$ cat src/rtl/decompressor_pkg.sv
// Shared types and packet-layout constants for the packet decompressor.
// A packet is a flag bit, a 3-bit group count and five 12-bit zero-run/value groups.
package decompressor_pkg;

    localparam int PKT_W      = 64;
    localparam int MAX_GROUPS = 5;
    localparam int GRP_W      = 12;
    localparam int FLAG_BIT   = 63;
    localparam int CNT_LSB    = 60;

    typedef struct packed {
        logic [7:0] val;
        logic [3:0] zero;
    } compress_unit_t;

    typedef enum logic [1:0] {
        IDLE,
        RUN,
        DRAIN
    } state_t;

    // Group counts above the five physical slots are clamped.
    function automatic logic [2:0] clamp_groups(input logic [2:0] g);
        return (g > 3'(MAX_GROUPS)) ? 3'(MAX_GROUPS) : g;
    endfunction

endpackage

$ cat src/rtl/decomp_buffer.sv
// Byte staging buffer: each cycle drops taken_num bytes from the front and
// appends wr_len bytes at the new tail. Lane 0 is always the oldest byte.
module decomp_buffer
    import decompressor_pkg::*;
#(
    parameter int BUF_BYTES = 32,
    parameter int OUT_LANES = 16
) (
    input  logic                                 clk,
    input  logic                                 rst_n,
    input  logic [4:0]                           taken_num,
    input  logic [4:0]                           wr_len,
    input  logic [15:0][7:0]                     wr_bytes,
    output logic [$clog2(BUF_BYTES+1)-1:0]       fill,
    output logic [OUT_LANES-1:0][7:0]            out_data,
    output logic [4:0]                           out_valid_num
);

    localparam int FW = $clog2(BUF_BYTES + 1);

    logic [BUF_BYTES-1:0][7:0] mem_reg, mem_next, shifted;
    logic [FW-1:0]             fill_reg, fill_next, base, off;
    logic [4:0]                valid_reg;

    always_comb begin
        base      = (FW'(taken_num) >= fill_reg) ? '0 : fill_reg - FW'(taken_num);
        fill_next = base + FW'(wr_len);
        shifted   = mem_reg >> {taken_num, 3'b000};
        off       = '0;
        // Bytes past the new fill are kept at zero so idle lanes read as 0.
        for (int i = 0; i < BUF_BYTES; i++) begin
            mem_next[i] = 8'h00;
            off         = FW'(i) - base;
            if (i < int'(base))
                mem_next[i] = shifted[i];
            else if (i < int'(fill_next))
                mem_next[i] = wr_bytes[off[3:0]];
        end
    end

    always_ff @(posedge clk or negedge rst_n) begin
        if (!rst_n) begin
            mem_reg   <= '0;
            fill_reg  <= '0;
            valid_reg <= '0;
        end else begin
            mem_reg   <= mem_next;
            fill_reg  <= fill_next;
            valid_reg <= (fill_next > FW'(OUT_LANES)) ? 5'(OUT_LANES) : 5'(fill_next);
        end
    end

    genvar gi;
    generate
        for (gi = 0; gi < OUT_LANES; gi++) begin : g_lane
            assign out_data[gi] = mem_reg[gi];
        end
    endgenerate

    assign fill          = fill_reg;
    assign out_valid_num = valid_reg;

    taken_le_valid: assert property (@(posedge clk) disable iff (!rst_n) taken_num <= valid_reg);

endmodule

$ cat src/rtl/decompressor.sv
// Fetches compressed packets, expands one zero-run/value group per cycle into
// the staging buffer and presents up to 16 bytes per cycle to the consumer.
module decompressor
    import decompressor_pkg::*;
#(
    parameter int OUT_LANES = 16,
    parameter int BUF_BYTES = 32,
    parameter int CNT_W     = 16
) (
    input  logic                  clk,
    input  logic                  rst_n,
    input  logic                  start,
    input  logic [CNT_W-1:0]      pkt_count,
    output logic                  mem_req,
    input  logic                  mem_ack,
    input  logic [PKT_W-1:0]      mem_data,
    output logic [15:0][7:0]      inmap_data,
    output logic [4:0]            inmap_data_valid_num,
    input  logic [4:0]            taken_num,
    output logic                  busy,
    output logic                  done,
    output logic                  fmt_err
);

    localparam int FW = $clog2(BUF_BYTES + 1);

    state_t             state_reg;
    logic [CNT_W-1:0]   pkts_rem_reg;
    logic [PKT_W-1:0]   pkt_reg;
    logic               pkt_vld_reg;
    logic [2:0]         grp_idx_reg;
    logic               busy_reg, done_reg, fmt_err_reg;

    compress_unit_t     grp_arr [MAX_GROUPS];
    compress_unit_t     cur;
    logic [2:0]         g_eff;
    logic [FW-1:0]      fill, base;
    logic               space_ok, appending, is_last, retire, valueless, accept;
    logic [4:0]         wr_len;
    logic [15:0][7:0]   wr_bytes;

    genvar gi;
    generate
        for (gi = 0; gi < MAX_GROUPS; gi++) begin : g_grp
            assign grp_arr[gi] = pkt_reg[gi*GRP_W +: GRP_W];
        end
        for (gi = 0; gi < 16; gi++) begin : g_wr
            assign wr_bytes[gi] = (4'(gi) < cur.zero) ? 8'h00 : cur.val;
        end
    endgenerate

    always_comb begin
        cur = grp_arr[0];
        for (int k = 0; k < MAX_GROUPS; k++)
            if (grp_idx_reg == 3'(k)) cur = grp_arr[k];
        g_eff     = clamp_groups(pkt_reg[CNT_LSB +: 3]);
        base      = (FW'(taken_num) >= fill) ? '0 : fill - FW'(taken_num);
        // A whole 16-byte group must fit behind the post-shift tail.
        space_ok  = base <= FW'(BUF_BYTES - 16);
        appending = (state_reg == RUN) && pkt_vld_reg && space_ok;
        is_last   = (g_eff == 3'd0) || (grp_idx_reg == g_eff - 3'd1);
        retire    = appending && is_last;
        valueless = is_last && !pkt_reg[FLAG_BIT];
        wr_len    = 5'(cur.zero) + (valueless ? 5'd0 : 5'd1);
        if (!appending || g_eff == 3'd0)
            wr_len = '0;
        mem_req   = (state_reg == RUN) && (pkts_rem_reg != '0) && (!pkt_vld_reg || retire);
        accept    = mem_req && mem_ack;
    end

    always_ff @(posedge clk or negedge rst_n) begin
        if (!rst_n) begin
            state_reg    <= IDLE;
            pkts_rem_reg <= '0;
            pkt_reg      <= '0;
            pkt_vld_reg  <= 1'b0;
            grp_idx_reg  <= '0;
            busy_reg     <= 1'b0;
            done_reg     <= 1'b0;
            fmt_err_reg  <= 1'b0;
        end else begin
            done_reg <= 1'b0;
            unique case (state_reg)
                IDLE: if (start) begin
                    fmt_err_reg <= 1'b0;
                    if (pkt_count != '0) begin
                        state_reg    <= RUN;
                        busy_reg     <= 1'b1;
                        pkts_rem_reg <= pkt_count;
                    end else begin
                        done_reg <= 1'b1;
                    end
                end
                RUN: if (retire && pkts_rem_reg == '0) state_reg <= DRAIN;
                DRAIN: if (base == '0) begin
                    state_reg <= IDLE;
                    busy_reg  <= 1'b0;
                    done_reg  <= 1'b1;
                end
                default: state_reg <= IDLE;
            endcase

            if (accept) begin
                pkt_reg      <= mem_data;
                pkt_vld_reg  <= 1'b1;
                grp_idx_reg  <= '0;
                pkts_rem_reg <= pkts_rem_reg - 1'b1;
                if (mem_data[CNT_LSB +: 3] > 3'(MAX_GROUPS)) fmt_err_reg <= 1'b1;
            end else if (retire) begin
                pkt_vld_reg <= 1'b0;
                grp_idx_reg <= '0;
            end else if (appending) begin
                grp_idx_reg <= grp_idx_reg + 3'd1;
            end
        end
    end

    decomp_buffer #(
        .BUF_BYTES (BUF_BYTES),
        .OUT_LANES (OUT_LANES)
    ) u_buf (
        .clk           (clk),
        .rst_n         (rst_n),
        .taken_num     (taken_num),
        .wr_len        (wr_len),
        .wr_bytes      (wr_bytes),
        .fill          (fill),
        .out_data      (inmap_data),
        .out_valid_num (inmap_data_valid_num)
    );

    assign busy    = busy_reg;
    assign done    = done_reg;
    assign fmt_err = fmt_err_reg;

endmodule

$ cat config.mk
export PLATFORM = sky130hd
export DESIGN_NAME = decompressor
export DESIGN_NICKNAME = d
export VERILOG_FILES = /design/src/rtl/decompressor_pkg.sv /design/src/rtl/decomp_buffer.sv /design/src/rtl/decompressor.sv
export SDC_FILE = /design/constraint.sdc
export NUM_CORES = 2
export LEC_CHECK = 0
export CAP_MARGIN = 40
export CORE_UTILIZATION = 42
export DETAILED_ROUTE_END_ITERATION = 12
export SETUP_SLACK_MARGIN = 0.2
export SLEW_MARGIN = 25
export SYNTH_ARGS = -nofsm -noshare
export SYNTH_HDL_FRONTEND = slang
export SYNTH_SLANG_ARGS = --single-unit
$ cat constraint.sdc
create_clock -name clk -period 31.2 [get_ports clk]
set_input_delay 9.36 -clock clk [delete_from_list [all_inputs] [get_ports clk]]
set_output_delay 9.36 -clock clk [all_outputs]
set_load 0.02 [all_outputs]
==> results.md <==
* Iteration-0 DRC Markers at 3085
* Initial antenna violation count at 2
* Startpoint Class: input port
* Hold crit path type: flop to flop
* Final #Nets at 3385
* Root Buffer: clkbuf_16
* Worst path cell trace: buf_4, inv_4, ha_1, nand2b_1, o21a_1, and2_1, inv_2, ha_1, nand2_1, a211o_1, o31a_1, nor3_1, clkdlybuf4s50_1
* Placed Instances at 4061
* Maximum capacitance violations at 0
* Ys async rst share at 100%
* Cell count after synthesis at 3290
* Crit-path max FO at 64
* Slew @ Worst Pin at 0.972 ns
* HPWL after detailed placement at 90600 um
* WHS at 0.475 ns
* Crit end category: primary output
* Clock skew at 0.0332 ns
* Clk slew on worst S/H paths at 0.06 ns
* Die area at 66300 sq um
* CTS H-tree depth at 2
* CTS Buf Count at 46
* Post-synth EDFFs at 0
* Psw at 1.65 mW
* Cell with the most instances after synthesis: nand2_1
* Status: finished clean
* Fin. max-slew vios at 0
* Maximum clock insertion buffer count at 3
* Area after DPL at 29600 sq um
* RD Place Congestion at 1.04
* Synthesis Warnings at 0
* Largest cells by area after synthesis: dfrtp_1, mux2i_1, nand2_1, mux2_2, o22ai_1
* Most numerous cell on the critical path: ha_1
* Clock share of power at 18.6%
* Setup TNS at 0 ns
* First-pass GRT wire length at 182000 um
* DIE WIDTH at 257 um
* Initial Util at 42.5%
* WL/cell at 29.9 um
* Req. time, crit path at 21.84 ns
* Hold Fails Final Rpt at 0
* Lkg Pwr at 13.6 nW
* Top-area cell type share of the netlist area at 32.5%
* I/O pin count at 226
* Non-filler instance count after layout at 4154
* Worst skew pair latency at 0.61 ns
* Die Ht at 257 um
* Resized Gates After CTS at 0
* RSZ-0062 raised after global routing: no
* Max Fclk at 42.4 MHz
* Yosys reg bits at 356
* VDD IR max at 0.0660 mV
* Most used DFF post-synth: dfrtp_1
* Netlist cell types at 84
* TritonCTS clock tree: done
* Arr. time, crit path at 14.25 ns
* Average cell area after synthesis at 8.33 sq um
* Critical path's slowest cell: clkdlybuf4s50_1
* Grt total ovfl at 0
* Slew HR at 34.8%
* Seq pwr share at 21.9%
* Clock sinks at 356
* Fin crit share at 75.7%
* Biggest area consumer among synthesized cells: dfrtp_1
* Total GRT Usage at 36.7%
* Setup-failing EPs final at 0
* Register area share after synthesis at 32.5%
* Core ar. at 64500 sq um
* Cell area after synthesis at 27400 sq um
* # hold bufs at CTS at 0
* Shortest period the worst path allows at 23.61 ns
* Logic pwr share at 59.5%
* Setup CP Type: input port to primary output
* Mapped Nets at 3413
* WL final at 124000 um
* Row count at 93
* Port bufs at 225
* Vias/cell at 6.62
* Remaining DRCs at 0
* Share of layout cells above drive strength 1 at 11.9%
* DR vias at 27.5k
* Largest net degree at the start of global routing at 140
* Vias in the first global route at 27.3k
* Post-route ant nets at 0
* DR pass1 iterations at 6
* P_int at 1.52 mW
* Worst path max stage delay at 0.63 ns
* PnR worst setup slack at 7.59 ns
* Power density cells at 101 nW/um^2
* Final instance area at 31300 sq um
* Post-CTS setup buffers at 0
* Area Overhead vs Synth at 14.3%
* Net Sw Frac at 51.9%
* Synth cell count leaders: nand2_1, dfrtp_1, mux2i_1
* Setup Slack @ Placement at 7.75 ns
[worst max-delay path: cells and delay by family]
| kind | cells | cell delay (ns) |
|---|---|---|
| AND/OR/NAND/NOR | 4 | 0.73 |
| AO/OA/AOI/OAI | 3 | 1.04 |
| buffers and inverters | 4 | 1.99 |
| adder cells (fa/ha/maj) | 2 | 1.02 |
[metrics by stage]
| step | util (%) | total power [mW] |
|---|---|---|
| 6_report | 48.6 | 3.17 |
| 3_5_place_dp | 45.9 | 2.49 |
| 5_1_grt | 48.6 | 3.28 |
| 4_1_cts | 48.4 | 3.09 |
| 2_1_floorplan | - | 1.73 |
| 3_3_place_gp | 45.5 | 2.46 |
[kinds of logic after synthesis]
family / share of synthesized area [%]
AND/OR/NAND/NOR: 15.9
adder cells (fa/ha/maj): 2.37
buffers and inverters: 7.89
multiplexers: 17.3
flip-flops: 32.5
AO/OA/AOI/OAI: 23.3
XOR/XNOR: 0.767
[power groups by stage]
stage                     registers (mW)  clock network, mW  logic, mW
final                              0.694              0.588       1.89
after global routing               0.706              0.612       1.96
after CTS                          0.690              0.593       1.80
after detailed placement           0.696                  0       1.80
after global placement             0.692                  0       1.77
after floorplan                    0.656                  0       1.08
[per-layer routing]
| layer | wire length (um) | part of all wire, % | vias up | track usage, % |
|---|---|---|---|---|
| met4 | 10500 | 8.5 | 0 | 26.7 |
| met2 | 58400 | 47 | 1704 | 61.1 |
| met1 | 45400 | 37 | 13514 | 42.5 |
| met3 | 9760 | 7.9 | 482 | 6.54 |
| met5 | 0 | 0 | - | 0 |
| li1 | - | - | 11787 | - |
[layout by cell type (no fill, tap or decap), types with 16 or more instances in the layout]
cell type	netlist	routed
ha_1	32	32
mux4_2	35	35
nor2_1	213	210
o22ai_1	191	191
o21ai_0	212	206
a211oi_1	69	69
and2_1	23	23
inv_1	37	35
a221oi_1	30	30
mux2_2	111	111
a21oi_1	213	208
nand3_1	33	33
nor3_1	35	34
o21a_1	21	21
clkbuf_16	0	49
buf_4	131	61
nand2_1	611	611
xnor2_1	19	19
mux2i_1	270	270
nand2b_1	18	18
o22a_1	32	32
o21ai_1	15	16
nor2b_1	25	25
clkdlybuf4s50_1	0	219
dfrtp_1	356	356
[final cells by class]
| class | count | area (sq um) |
|---|---|---|
| antenna | 1 | 2.50 |
| clock buffer | 68 | 1450 |
| clock inverter | 16 | 211 |
| fill | 6261 | 33100 |
| inverter | 45 | 183 |
| multi-input combinational | 2499 | 16400 |
| sequential | 356 | 8910 |
| tap | 855 | 1070 |
| timing repair buffer | 314 | 3090 |
[worst paths after layout]
| kind | from | end | slack (ns) | cells past startpoint |
|---|---|---|---|---|
| setup / recovery | taken_num[4] | mem_req | 7.59 | 13 |
| hold / removal | pkt_reg[8] | pkt_reg[8] | 0.47 | 2 |
| setup reg to reg | u_buf.fill[0] | u_buf.out_data[38] | 23.98 | 25 |
| hold reg to reg | pkt_reg[8] | pkt_reg[8] | 0.47 | 2 |
| max in group asynchronous | rst_n | u_buf.fill[4] | 21.09 | 4 |
| min in group asynchronous | rst_n | u_buf.mem_reg[132] | 8.73 | 1 |
Power figures use the tool's default switching activity.
